### config.mk
export PLATFORM = sky130hd
export DESIGN_NAME = eth_tx_arbiter
export DESIGN_NICKNAME = d
export VERILOG_FILES = /design/src/rtl/eth_tx_pkg.sv /design/src/rtl/rr_pick.sv /design/src/rtl/eth_tx_arbiter.sv
export SDC_FILE = /design/constraint.sdc
export NUM_CORES = 1
export LEC_CHECK = 0
export BUFFER_PORTS_ARGS = -buffer_cell sky130_fd_sc_hd__buf_2
export CORE_AREA = 5 5 145 147
export DETAILED_ROUTE_END_ITERATION = 8
export DIE_AREA = 0 0 150 152
export PLACE_DENSITY = 0.49
export RECOVER_POWER = 25
export SYNTH_ARGS = -nofsm -noshare
export SYNTH_HDL_FRONTEND = slang
export SYNTH_HIERARCHICAL = 1
export SYNTH_SLANG_ARGS = --single-unit
### constraint.sdc
create_clock -name clk156 -period 4.1 [get_ports clk156]
set_input_delay 0.615 -clock clk156 [delete_from_list [all_inputs] [get_ports clk156]]
set_output_delay 0.615 -clock clk156 [all_outputs]
set_load 0.01 [all_outputs]
### src/rtl/eth_tx_pkg.sv
// Shared types for the 10G MAC TX arbiter: arbiter state encoding and the AXI-Stream beat bundle.
package eth_tx_pkg;

  localparam int AXIS_DW = 64;
  localparam int AXIS_KW = 8;

  typedef enum logic [1:0] {
    ARB_IDLE  = 2'd0,
    ARB_GRANT = 2'd1,
    ARB_GAP   = 2'd2
  } arb_state_t;

  typedef struct packed {
    logic [AXIS_DW-1:0] data;
    logic [AXIS_KW-1:0] keep;
    logic               last;
    logic               user;
    logic               valid;
  } axis_tx_t;

endpackage

### src/rtl/rr_pick.sv
// Combinational round-robin selector: first requester after ptr, scanning upward with wrap.
module rr_pick #(
  parameter int NPORTS = 4,
  parameter int PW     = (NPORTS > 1) ? $clog2(NPORTS) : 1
) (
  input  logic [NPORTS-1:0] req,
  input  logic [PW-1:0]     ptr,
  output logic [PW-1:0]     gnt_id,
  output logic              any
);

  logic [PW-1:0] idx_s;

  // Scan from farthest to nearest so the nearest requester after ptr is the final assignment
  always_comb begin
    gnt_id = '0;
    idx_s  = '0;
    for (int i = NPORTS; i >= 1; i--) begin
      idx_s = PW'((int'(ptr) + i) % NPORTS);
      if (req[idx_s]) begin
        gnt_id = idx_s;
      end else begin
        gnt_id = gnt_id;
      end
    end
  end

  assign any = |req;

endmodule

### src/rtl/eth_tx_arbiter.sv
// Packet-granular round-robin arbiter sharing the 64-bit MAC TX stream among NPORTS sources.
// Optional per-port frame/error counters are built when TX_ARB_STATS_EN is defined.
module eth_tx_arbiter
  import eth_tx_pkg::*;
#(
  parameter int NPORTS     = 4,
  parameter int IFG_CYCLES = 1
) (
  input  logic                       clk156,
  input  logic                       reset,
  input  logic [NPORTS*AXIS_DW-1:0]  s_tdata,
  input  logic [NPORTS*AXIS_KW-1:0]  s_tkeep,
  input  logic [NPORTS-1:0]          s_tlast,
  input  logic [NPORTS-1:0]          s_tuser,
  input  logic [NPORTS-1:0]          s_tvalid,
  output logic [NPORTS-1:0]          s_tready,
  output logic [AXIS_DW-1:0]         m_axis_tx_tdata,
  output logic [AXIS_KW-1:0]         m_axis_tx_tkeep,
  output logic                       m_axis_tx_tlast,
  output logic                       m_axis_tx_tuser,
  output logic                       m_axis_tx_tvalid,
  input  logic                       m_axis_tx_tready,
  output logic [$clog2(NPORTS)-1:0]  grant_id,
  output logic                       busy
`ifdef TX_ARB_STATS_EN
  ,
  output logic [NPORTS*32-1:0]       frame_cnt,
  output logic [NPORTS*16-1:0]       err_cnt
`endif
);

  localparam int PW = (NPORTS > 1) ? $clog2(NPORTS) : 1;
  localparam logic [3:0] GAP_LOAD = (IFG_CYCLES > 0) ? 4'(IFG_CYCLES - 1) : 4'd0;

  arb_state_t    state_r, state_s;
  logic [PW-1:0] rr_ptr_r, rr_ptr_s;
  logic [PW-1:0] grant_id_r, grant_id_s;
  logic [3:0]    gap_cnt_r, gap_cnt_s;
  logic          busy_r;
  logic [PW-1:0] pick_id_s;
  logic          pick_any_s;
  logic          in_grant_s;
  logic          frame_end_s;
  axis_tx_t      sel_s;

  logic [AXIS_DW-1:0] data_a [NPORTS];
  logic [AXIS_KW-1:0] keep_a [NPORTS];

  for (genvar g = 0; g < NPORTS; g++) begin : g_unpack
    assign data_a[g] = s_tdata[g*AXIS_DW +: AXIS_DW];
    assign keep_a[g] = s_tkeep[g*AXIS_KW +: AXIS_KW];
  end

  rr_pick #(.NPORTS(NPORTS), .PW(PW)) u_rr_pick (
    .req    (s_tvalid),
    .ptr    (rr_ptr_r),
    .gnt_id (pick_id_s),
    .any    (pick_any_s)
  );

  // Zero-latency mux of the owning port; tlast only ends a frame when the MAC accepts it
  always_comb begin
    sel_s.data  = data_a[grant_id_r];
    sel_s.keep  = keep_a[grant_id_r];
    sel_s.last  = s_tlast[grant_id_r];
    sel_s.user  = s_tuser[grant_id_r];
    sel_s.valid = s_tvalid[grant_id_r];
  end

  assign in_grant_s  = (state_r == ARB_GRANT);
  assign frame_end_s = in_grant_s & sel_s.valid & m_axis_tx_tready & sel_s.last;

  assign m_axis_tx_tdata  = in_grant_s ? sel_s.data : {AXIS_DW{1'b0}};
  assign m_axis_tx_tkeep  = in_grant_s ? sel_s.keep : {AXIS_KW{1'b0}};
  assign m_axis_tx_tlast  = in_grant_s & sel_s.last;
  assign m_axis_tx_tuser  = in_grant_s & sel_s.user;
  assign m_axis_tx_tvalid = in_grant_s & sel_s.valid;

  // Backpressure reaches only the owning port
  always_comb begin
    s_tready = '0;
    if (in_grant_s) begin
      s_tready[grant_id_r] = m_axis_tx_tready;
    end else begin
      s_tready = '0;
    end
  end

  // Next-state logic: arbitrate in IDLE, hold through the frame, then count out the idle gap
  always_comb begin
    state_s    = state_r;
    rr_ptr_s   = rr_ptr_r;
    grant_id_s = grant_id_r;
    gap_cnt_s  = gap_cnt_r;
    case (state_r)
      ARB_IDLE: begin
        if (pick_any_s) begin
          state_s    = ARB_GRANT;
          grant_id_s = pick_id_s;
          rr_ptr_s   = pick_id_s;
        end else begin
          state_s = ARB_IDLE;
        end
      end
      ARB_GRANT: begin
        if (frame_end_s) begin
          state_s   = (IFG_CYCLES == 0) ? ARB_IDLE : ARB_GAP;
          gap_cnt_s = GAP_LOAD;
        end else begin
          state_s = ARB_GRANT;
        end
      end
      ARB_GAP: begin
        if (gap_cnt_r == 4'd0) begin
          state_s = ARB_IDLE;
        end else begin
          gap_cnt_s = gap_cnt_r - 4'd1;
        end
      end
      default: begin
        state_s = ARB_IDLE;
      end
    endcase
  end

  // Arbiter state register; rr_ptr starts at the top so the first scan begins at port 0
  always_ff @(posedge clk156 or posedge reset) begin
    if (reset) begin
      state_r    <= ARB_IDLE;
      rr_ptr_r   <= PW'(NPORTS - 1);
      grant_id_r <= '0;
      gap_cnt_r  <= 4'd0;
      busy_r     <= 1'b0;
    end else begin
      state_r    <= state_s;
      rr_ptr_r   <= rr_ptr_s;
      grant_id_r <= grant_id_s;
      gap_cnt_r  <= gap_cnt_s;
      busy_r     <= (state_s == ARB_GRANT);
    end
  end

  assign grant_id = grant_id_r;
  assign busy     = busy_r;

`ifdef TX_ARB_STATS_EN
  logic [31:0] frame_cnt_r [NPORTS];
  logic [15:0] err_cnt_r   [NPORTS];

  // Per-port completed frames (wrapping) and frames ending with tuser set (saturating)
  always_ff @(posedge clk156 or posedge reset) begin
    if (reset) begin
      for (int i = 0; i < NPORTS; i++) begin
        frame_cnt_r[i] <= 32'd0;
        err_cnt_r[i]   <= 16'd0;
      end
    end else begin
      for (int i = 0; i < NPORTS; i++) begin
        if (frame_end_s && (grant_id_r == PW'(i))) begin
          frame_cnt_r[i] <= frame_cnt_r[i] + 32'd1;
          if (sel_s.user && (err_cnt_r[i] != 16'hFFFF)) begin
            err_cnt_r[i] <= err_cnt_r[i] + 16'd1;
          end else begin
            err_cnt_r[i] <= err_cnt_r[i];
          end
        end else begin
          frame_cnt_r[i] <= frame_cnt_r[i];
        end
      end
    end
  end

  for (genvar g = 0; g < NPORTS; g++) begin : g_stats
    assign frame_cnt[g*32 +: 32] = frame_cnt_r[g];
    assign err_cnt[g*16 +: 16]   = err_cnt_r[g];
  end
`endif

endmodule

==> impl_metrics.csv <==
group,metric,value,unit
routing,drc,0,
place,dpl.hpwl,13600,um
routing,top_layer_used,"met4",
clock_tree,cts_tree,"built",
power,p_per_area,588,nW/um2
worst_setup_path,crit_chain,"inv_1 -> ha_1 -> buf_4 -> and2_1 -> buf_2",
worst_setup_path,startpoint_type,"register",
synthesis,yosysTopAreaCellShare,56.3,%
global_route,first_global_vias,4004,
synthesis,ys_warn_count,6,
die,dieArea,22800,um2
routing,drt_first_iter_violations,196,
worst_setup_path,cp.arrival,2.49,ns
timing,finalSetupTns,0,ns
synthesis,yosysUniqueCellTypes,38,
synthesis,synth_edf_count,0,
synthesis,synthAdderAreaFrac,2.50,%
synthesis,yosys.area_share.simple,21.1,%
synthesis,synth_common_cells,"and2_1, mux4_2, clkbuf_1",
routing,vias_per_cell,4.29,
synthesis,synth_area_per_cell,12.0,um2
timing,slew_headroom,14.0,%
synthesis,synth-compound-area-share,4.76,%
timing,slew_viol_final,0,
worst_setup_path,slowest_delay,1.02,ns
synthesis,netlist_top_cells_area,"mux4_2, and2_1, dfrtp_1",
cells_and_area,antenna_cells,0,
synthesis,yosysSeqAreaShare,9.27,%
hold_path,holdCritPathClass,"primary input to asynchronous set/reset pin",
clock_tree,cts.sinks,11,
timing,final-setup-viol-count,0,
global_route,grtUsageTotal,12.5,%
cells_and_area,layout-drive-gt1-share,76.1,%
timing,grt_setup_unrepaired,"no",
synthesis,syn_area,3000,um2
worst_setup_path,worstSetupPathType,"register to output pin",
worst_setup_path,critical_path_required,3.48,ns
routing,ant_nets,0,
routing,num_vias,3801,
place,port_buffers,384,
clock_tree,ctsLongestPathBuffers,2,
die,ios,385,
synthesis,syn-num-nets,559,
die,die_height,152,um
synthesis,synth_xor_area_share,0,%
die,std_cell_rows,52,
clock_tree,root_buffer,"clkbuf_16",
flow_run,max_cap_violations,0,
synthesis,synthCells,250,
worst_setup_path,cp_max_fo,37,
power,p_total,3.09,mW
timing,hold_viol,0,
worst_setup_path,cp-end-kind,"output pin",
power,leakage,2.63,nW
timing,final.min_clock_period,3.10,ns
synthesis,synth_top_family_by_area,"multiplexers",
routing,first_pass_iters,4,
status,status,"completed",
cells_and_area,area_delta_synth_final,75.5,%
routing,wl_met3,1440,um
timing,worst_clock_skew,0.00123,ns
timing,finalCritPeriodShare,75.7,%
synthesis,synthArstFlopShare,100,%
cells_and_area,seq_area,285,um2
timing,fmax,322,MHz
timing,worst_pin_slew,1.29,ns
power,peakVddDrop,0.000336,V
die,fp.dieW,150,um
synthesis,yosysTopAreaCell,"mux4_2",
global_route,antenna_found_initial,0,
synthesis,synthFlopType,"dfrtp_1",
cells_and_area,fillers,2179,
routing,wl_met1,5910,um
die,core,19800,um2
synthesis,synthMuxAreaShare,57.3,%
place,place.gp.congestion,0.941,
worst_setup_path,worst_path_max_delay_cell,"ha_1",
global_route,grt_max_degree,82,
clock_tree,numCtsBuffers,3,
clock_tree,post_cts_buffers,0,
cells_and_area,multi_input_area,2570,um2
routing,wl,15600,um
routing,wl_met2,8030,um
synthesis,ys_ff_latch,11,
clock_tree,cts.hold.buffers_added,0,
clock_tree,cts-resized-gates,0,
global_route,grt-ovfl-total,0,
cells_and_area,fin_nets,926,
clock_tree,h-tree-depth,1,
die,start_util,15.2,%
clock_tree,clock_latency,0.24,ns
clock_tree,clk_pin_slew_worst_paths,0.04,ns
routing,wl_per_cell,17.7,um
global_route,grt_pass1_wl,22800,um
## cells in the final DEF (no fill, tap or decap), types with 2 or more instances in the layout
master,synthesis,final
nor2_1,3,3
clkbuf_1,15,3
nand2_1,4,4
dfrtp_1,9,7
clkbuf_16,0,3
and3_1,2,2
buf_4,2,3
mux2i_1,3,3
buf_2,7,382
dfrtp_4,0,2
a21boi_0,2,2
nand3_1,2,2
a21o_1,4,4
ha_1,6,6
nand2b_1,4,4
and2_1,75,75
inv_1,8,8
mux4_2,75,75
nor3b_1,4,4
a21oi_1,4,4
## cells by family after synthesis
logic type | after synthesis
compound gates | 19
fa+ha+maj | 6
buf+inv | 34
flops | 11
mux | 78
simple gates | 102
## worst max-delay path: cells and delay by family, from the launching register on
kind	cells	cell delay [ns]
fa+ha+maj	1	1.02
buf+inv	3	0.64
flops	1	0.39
simple gates	1	0.19
## sequential cells by signal, summed over array words and instances (netlist names)
name,cells
state_r,2
grant_id,2
gap_cnt_r,4
rr_ptr_r,2
busy,1
## per-layer routing
layer / GRT usage, % / up-vias
met5: 0 / -
met4: 2.53 / 0
met3: 2.23 / 25
met2: 22.8 / 212
met1: 15.3 / 1840
li1: - / 1724
## worst paths after layout
path	start	endpoint	slack, ns	cells past startpoint
max	state_r[1]	m_axis_tx_tdata[24]	1.0	5
min	reset	busy	0.37	2
max reg2reg	grant_id[1]	gap_cnt_r[2]	1.56	4
min reg2reg	gap_cnt_r[3]	gap_cnt_r[3]	0.52	1
max in group asynchronous	reset	grant_id[0]	3.41	2
min in group clk156	gap_cnt_r[3]	gap_cnt_r[3]	0.52	1
## final cells by class
cell class / instances / share of cell area, %
Multi-Input combinational cell: 205 / 48.8
Clock buffer: 4 / 1.50
Inverter: 8 / 0.571
Tap cell: 270 / 6.42
Timing Repair Buffer: 388 / 37.3
Sequential cell: 11 / 5.42
## stage by stage
step                cell area [um2]  cells  hold WS (ns)  setup WS (ns)  utilization [%]
global route                   5260    886         0.403          0.724             26.6
detailed placement             5190    882         0.509           1.48             26.2
finish                         5260    886         0.365          0.996             26.6
CTS                            5270    886         0.388           1.22             26.6
floorplan                      3000    250         0.466           1.75                -
global placement               5190    882         0.504           1.50             26.2
## where the power goes
| part | switching, mW | internal [mW] | total [mW] | leakage, nW |
|---|---|---|---|---|
| logic | 1.10 | 1.43 | 2.53 | 2.46 |
| registers | 0.220 | 0.161 | 0.382 | 0.134 |
| clock network | 0.0456 | 0.130 | 0.176 | 0.0382 |
No activity file was read; power rests on OpenSTA's default activity.
